===== src/rtl/multi_timer.sv =====
// multi_timer: CHANNELS independent programmable timers behind one shared prescaler.
// Each channel runs periodic or one-shot, raises a one-cycle pulse and a sticky irq.
// Optional: define TIMER_OVERRUN_EN to add the per-channel overrun flag output.
module multi_timer #(
    parameter int unsigned WIDTH    = 8,
    parameter int unsigned CHANNELS = 2,
    parameter int unsigned PRESCALE = 1
) (
    input  logic                clk,
    input  logic                reset,
    input  logic                wr_en,
    input  logic [2:0]          wr_ch,
    input  logic [WIDTH-1:0]    wr_limit,
    input  logic                wr_mode,
    input  logic [CHANNELS-1:0] start,
    input  logic [CHANNELS-1:0] stop,
    input  logic [CHANNELS-1:0] ack,
    output logic [CHANNELS-1:0] pulse,
    output logic [CHANNELS-1:0] irq,
`ifdef TIMER_OVERRUN_EN
    output logic [CHANNELS-1:0] overrun,
`endif
    output logic [CHANNELS-1:0] running
);

    localparam int unsigned PW = (PRESCALE > 1) ? $clog2(PRESCALE) : 1;
    localparam int unsigned CW = (CHANNELS > 1) ? $clog2(CHANNELS) : 1;
    localparam logic [PW-1:0]  PRESCALE_LAST = PW'(PRESCALE - 1);
    localparam logic [WIDTH:0] ONE = (WIDTH + 1)'(1);

    typedef enum logic [0:0] {StIdle, StRun} state_e;

    logic [PW-1:0]       presc_q;
    logic                tick;
    logic [CW-1:0]       wr_idx;
    logic                wr_hit;
    state_e              state_q [CHANNELS];
    logic [WIDTH-1:0]    limit_q [CHANNELS];
    logic [WIDTH-1:0]    count_q [CHANNELS];
    logic [CHANNELS-1:0] mode_q;
    logic [CHANNELS-1:0] pulse_q;
    logic [CHANNELS-1:0] irq_q;
    logic [CHANNELS-1:0] ovr_q;
    logic [CHANNELS-1:0] expire;

    // Only the low CW bits of wr_ch select a channel; out-of-range indices are dropped.
    if (CW < 3) begin : g_unused_wr_ch
        logic unused_wr_ch;
        assign unused_wr_ch = ^wr_ch[2:CW];
    end

    assign wr_idx = wr_ch[CW-1:0];
    assign wr_hit = wr_en && (32'(wr_idx) < CHANNELS);
    assign tick   = (presc_q == PRESCALE_LAST);

    // Expiry compare is widened by one bit so limit = 2^WIDTH-1 cannot wrap.
    always_comb begin
        for (int i = 0; i < CHANNELS; i++) begin
            expire[i] = tick && (limit_q[i] != '0) &&
                        (({1'b0, count_q[i]} + ONE) >= {1'b0, limit_q[i]});
        end
    end

    // Prescaler plus per-channel state machine, counters, config and flags.
    always_ff @(posedge clk) begin
        if (reset) begin
            presc_q <= '0;
            mode_q  <= '0;
            pulse_q <= '0;
            irq_q   <= '0;
            ovr_q   <= '0;
            for (int i = 0; i < CHANNELS; i++) begin
                state_q[i] <= StIdle;
                limit_q[i] <= '0;
                count_q[i] <= '0;
            end
        end else begin
            presc_q <= tick ? '0 : presc_q + 1'b1;
            for (int i = 0; i < CHANNELS; i++) begin
                pulse_q[i] <= 1'b0;
                if (wr_hit && (wr_idx == CW'(i))) begin
                    limit_q[i] <= wr_limit;
                    mode_q[i]  <= wr_mode;
                end
                // Ack clears first so a same-cycle expiry below wins.
                if (ack[i]) begin
                    irq_q[i] <= 1'b0;
                    ovr_q[i] <= 1'b0;
                end
                case (state_q[i])
                    StIdle: begin
                        if (start[i] && !stop[i]) begin
                            state_q[i] <= StRun;
                            count_q[i] <= '0;
                        end
                    end
                    StRun: begin
                        if (stop[i]) begin
                            state_q[i] <= StIdle;
                        end else if (start[i]) begin
                            count_q[i] <= '0;
                        end else if (expire[i]) begin
                            pulse_q[i] <= 1'b1;
                            irq_q[i]   <= 1'b1;
                            count_q[i] <= '0;
                            if (irq_q[i]) begin
                                ovr_q[i] <= 1'b1;
                            end
                            if (mode_q[i]) begin
                                state_q[i] <= StIdle;
                            end
                        end else if (tick && (limit_q[i] != '0)) begin
                            count_q[i] <= count_q[i] + 1'b1;
                        end
                    end
                    default: state_q[i] <= StIdle;
                endcase
            end
        end
    end

    // Status and flag outputs straight from state registers.
    always_comb begin
        for (int i = 0; i < CHANNELS; i++) begin
            running[i] = (state_q[i] == StRun);
        end
    end

    assign pulse = pulse_q;
    assign irq   = irq_q;
`ifdef TIMER_OVERRUN_EN
    assign overrun = ovr_q;
`else
    logic unused_ovr;
    assign unused_ovr = ^ovr_q;
`endif

endmodule

===== config.mk =====
export PLATFORM = sky130hd
export DESIGN_NAME = multi_timer
export DESIGN_NICKNAME = d
export VERILOG_FILES = /design/src/rtl/multi_timer.sv
export SDC_FILE = /design/constraint.sdc
export NUM_CORES = 1
export LEC_CHECK = 0
export ABC_AREA = 1
export BUFFER_PORTS_ARGS = -buffer_cell sky130_fd_sc_hd__buf_4
export CORE_ASPECT_RATIO = 1.75
export CORE_MARGIN = 2
export CORE_UTILIZATION = 58
export CTS_CLUSTER_SIZE = 30
export DETAILED_ROUTE_END_ITERATION = 6
export PLACE_DENSITY = 0.83
export REMOVE_ABC_BUFFERS = 1
export SKIP_CTS_REPAIR_TIMING = 1
export SLEW_MARGIN = 20
export SYNTH_ARGS = -nofsm -noshare
export SYNTH_HDL_FRONTEND = slang
export SYNTH_SLANG_ARGS = --single-unit

===== constraint.sdc =====
create_clock -name clk -period 2.65 [get_ports clk]
set_clock_uncertainty 0.1 [all_clocks]
set_input_delay 0.1325 -clock clk [delete_from_list [all_inputs] [get_ports clk]]
set_output_delay 0.1325 -clock clk [all_outputs]
set_load 0.05 [all_outputs]

# --- Yosys cells after proc, flatten, opt, wreduce, memory -nomap -nowiden ---
# Memories as Yosys holds them, arrays and structs flattened.
# Index checks and enable logic that the tools add are counted.
totals:
  output_inout_bits: 6
  regBits: 7
  ramBits: 34
  n_memories: 3
  word_cells: 146
memory_table:
  columns: ["memory", "depth", "width", "read_ports", "rd_clocked_by_memory_dff", "wr", "line_no", "text"]
  rows:
  - ["count_q", 2, 8, 2, 0, 2, "39", "logic [WIDTH-1:0] count_q [CHANNELS];"]
  - ["limit_q", 2, 8, 2, 0, 2, "38", "logic [WIDTH-1:0] limit_q [CHANNELS];"]
  - ["state_q", 2, 1, 2, 0, 2, "37", "state_e state_q [CHANNELS];"]
classes:
  addsub: 5
  bitwise: 18
  n_mux: 100
  reduce_logical: 13
  order_cmp: 2
ops:
  columns: ["cell", "count"]
  rows:
  - ["1-bit two-way mux", 90]
  - ["8-bit two-way mux", 10]
  - ["8-bit by 1-bit adder with 9-bit output (second input constant)", 2]
  - ["9-bit by 8-bit >= comparator with 1-bit output", 2]
  - ["8-bit by 1-bit adder with 8-bit output (second input constant)", 2]
  - ["1-bit OR", 16]
  - ["8-bit nonzero test", 2]
  - ["1-bit logical AND", 8]
  - ["1-bit zero test", 2]
  - ["1-bit NOT", 2]
  - ["2-bit OR reduction", 1]
  - ["1-bit adder (second input constant)", 1]

# --- Longest topological paths before layout ---
logic_depth:
  word_depth: 11
  ltp_mapped: 17
  ltp_nobuf: 17

# --- Worst setup path before layout ---
# Ideal clock, no wire load.
synth_path:
  kind: "flip-flop to flip-flop"
  startpoint: "mem count_q[1][0]"
  endpoint: "mem count_q[1][4], data pin"
  path_stages_with_launch: 16
  setup_slack_ns: 0.385
  t_arrival_ns: 1.907
  period_less_slack_ns: 2.265
  path_buffers: 0
  setup_time_ns: 0.258
  cell_sequence: "edfxtp_1 -> ha_1 -> nand2_2 -> nor2_4 -> xnor2_1 -> inv_1 -> ha_1 -> nand2_1 -> nor2_1 -> nand3_1 -> nand3_1 -> nand2_1 -> nand2_1 -> nand2_1 -> nand3_4 -> nor2_1"
synth_lines:
  columns: ["element", "line_no"]
  rows:
  - ["start, declared", "39"]

==> flow_metrics.py <==
metrics = {
    "timing": {
        "finalHoldViolations": 0,
        "slew_viol_final": 0,
        "setup_viol": 0,
        "rsz0062_at_grt": "false",
        "fin_crit_ns": 2.46,
        "max_freq_mhz": 407,
        "fin_setup_tns_ns": 0,
        "fin_crit_sh": 0.928,
    },
    "synth": {
        "yosysTopAreaCell": "edfxtp_1",
        "synth_area_per_cell_sq_um": 9.15,
        "yosysSeqAreaShare": 0.488,
        "yosysMostFrequentCell": "inv_1",
        "yosys_warnings": 0,
        "syn_area_sq_um": 2360,
        "synthesis.instances": 258,
        "synth-async-reset-ratio": 0,
        "ys_ff_latch": 41,
        "yosysUniqueCellTypes": 27,
        "netlist_top_cells_count": "54 x inv_1, 41 x nor2_1, 38 x nand2_1",
        "ys.flop_type": "edfxtp_1",
        "synth_top_area_share": 0.420,
        "synth_edf_count": 33,
        "synth_area_leaders": "edfxtp_1 42%, ha_1 9.5%, inv_1 8.6%, dfxtp_1 6.8%, nor2_1 6.5%",
    },
    "worst_setup_path": {
        "cp-startpoint": "count_q[1][0]",
        "worstSetupEndpointType": "flop",
        "regToRegEndpoint": "count_q[1][4]",
        "setup.worst_path.class": "reg2reg",
        "worstSetupEndpoint": "count_q[1][4]",
        "reg2reg_depth": 15,
        "crit_path_start_kind": "flop",
        "r2r_slack_ns": 0.19,
        "reg2reg_from": "count_q[1][0]",
        "worstPathRequired_ns": 2.60,
        "worst-path-max-fanout": 8,
        "arrival_ns": 2.41,
    },
    "placed_design": {
        "dp_hpwl_microns": 3350,
        "gp_congestion": 0.823,
        "port_buffers": 24,
    },
    "floorplan": {
        "die_height_microns": 88.4,
        "start_util": 0.604,
        "io-pin-count": 27,
        "die_w_microns": 52.2,
        "num_rows": 30,
        "coreArea_sq_um": 3900,
        "dieArea_sq_um": 4610,
    },
    "global_route": {
        "grt_max_degree": 15,
        "grtUsageTotal": 0.210,
        "grt_overflow": 0,
        "antenna_found_initial": 0,
        "grt_first_pass_wirelength_microns": 7020,
        "first_global_vias": 1766,
    },
    "finish": {
        "drive_gt1_frac": 0.192,
        "antennaDiodeCount": 0,
        "fillCellCount": 308,
        "syn_to_final_growth_pct": 15.5,
        "fin_nets": 329,
        "fin_util": 0.698,
    },
    "route": {
        "wire_per_inst_microns": 12.9,
        "drtPass1Iterations": 4,
        "drt.antenna.violating_nets": 0,
        "vias": 1740,
        "drt_wl_total_microns": 4380,
        "drc": 0,
        "viasPerCell": 5.13,
        "drt_iter0_markers": 34,
    },
    "clock_network": {
        "cts.sinks": 41,
        "clock_latency_ns": 0.29,
        "cts-root-buf": "clkbuf_8",
        "numCtsBuffers": 5,
        "clk_path_buf_depth": 2,
        "cts_tree": "done",
        "htree_levels": 2,
        "clk_pin_slew_worst_paths_ns": 0.08,
    },
    "power_and_ir_drop": {
        "power_density_nw_per_um2": 548,
        "total_power_mw": 1.49,
        "p_leak_nw": 1.31,
        "peakVddDrop_mv": 0.865,
    },
    "worst_hold_path": {
        "holdCritPathClass": "in2reg",
    },
    "run": {
        "maxCapViolCount": 0,
    },
    "status": {
        "status": "finished clean",
    },
}
[through the flow]
step           hold slack, ns  setup slack, ns  cell area, sq um  instances
3_3_place_gp            0.213            0.274              2570        327
4_1_cts               -0.0998            0.152              2690        335
5_1_grt               0.00444          0.00893              2730        339
3_5_place_dp            0.216            0.157              2570        327
6_report              0.00413            0.191              2730        339
2_1_floorplan           0.102            0.385              2330        255
[report_power, final]
| part | internal, mW | switching [mW] |
|---|---|---|
| Combinational | 0.0862 | 0.140 |
| Sequential | 0.739 | 0.0232 |
| Clock | 0.282 | 0.224 |
[worst max-delay path: stages, from the launching register on]
cell	delay (ns)
edfxtp_1	0.44
ha_1	0.26
nand2_2	0.09
nor2_4	0.04
xnor2_1	0.18
inv_1	0.07
ha_1	0.31
nand2_1	0.07
nor2_1	0.09
nand3_1	0.08
nand3_1	0.08
nand2_1	0.05
nand2_1	0.05
nand2_1	0.11
nand3_4	0.15
nor2_1	0.05
[kinds of logic (layout without fill, tap and decap cells)]
family	Yosys count	in the layout	synth area share
buf+inv	59	92	0.100
xor+xnor	11	11	0.0408
compound gates	13	13	0.0387
flops	41	41	0.488
simple gates	115	115	0.235
other cells	1	1	0.00159
fa+ha+maj	18	18	0.0954
[cell usage in the layout (no fill, tap or decap), types with 2 or more instances in the layout]
cell type,synthesis,layout
a21oi_1,5,5
buf_4,2,26
clkbuf_8,0,5
dfxtp_1,8,8
dlygate4sd3_1,0,2
edfxtp_1,33,33
ha_1,18,18
inv_1,54,54
nand2_1,38,38
nand2_2,3,3
nand3_1,14,14
nand3_2,3,3
nand3_4,2,2
nand4_1,6,6
nor2_1,41,40
nor2_2,3,4
nor2_4,3,3
o21ai_0,3,3
o21ai_2,3,3
xnor2_1,3,3
xor2_1,8,8
[worst min path at each step]
stage,startpoint,to,slack [ns],cells after the start
2_1_floorplan,reset,mode_q[1],0.10,1
3_3_place_gp,ack[1],irq[1],0.21,2
3_5_place_dp,ack[1],irq[1],0.22,2
4_1_cts,ack[1],irq[1],-0.1,2
5_1_grt,reset,state_q[1],0.004,2
6_report,reset,state_q[1],0.004,2
[layout make-up]
cell class	count	area (sq um)	share of cell area
clock buffers	5	68.8	0.0252
clock inverters	3	46.3	0.0170
inverters	56	210	0.0771
multi-input cells	158	975	0.358
flip-flops and latches	41	1150	0.422
well taps	48	60.1	0.0220
repair buffers	28	215	0.0789
[per-layer routing]
layer | vias up | wire length [microns] | GRT usage
met2 | 43 | 2440 | 0.399
met4 | 0 | 199 | 0.133
met1 | 794 | 1630 | 0.200
met5 | - | 0 | 0
li1 | 886 | - | -
met3 | 17 | 114 | 0.0338
[sequential cells by signal (all words and copies together), names as in the netlist]
name / flops
count_q: 16
limit_q: 16
irq: 2
mode_q: 2
pulse: 2
state_q: 2
presc_q: 1
Power figures use the tool's default switching activity.
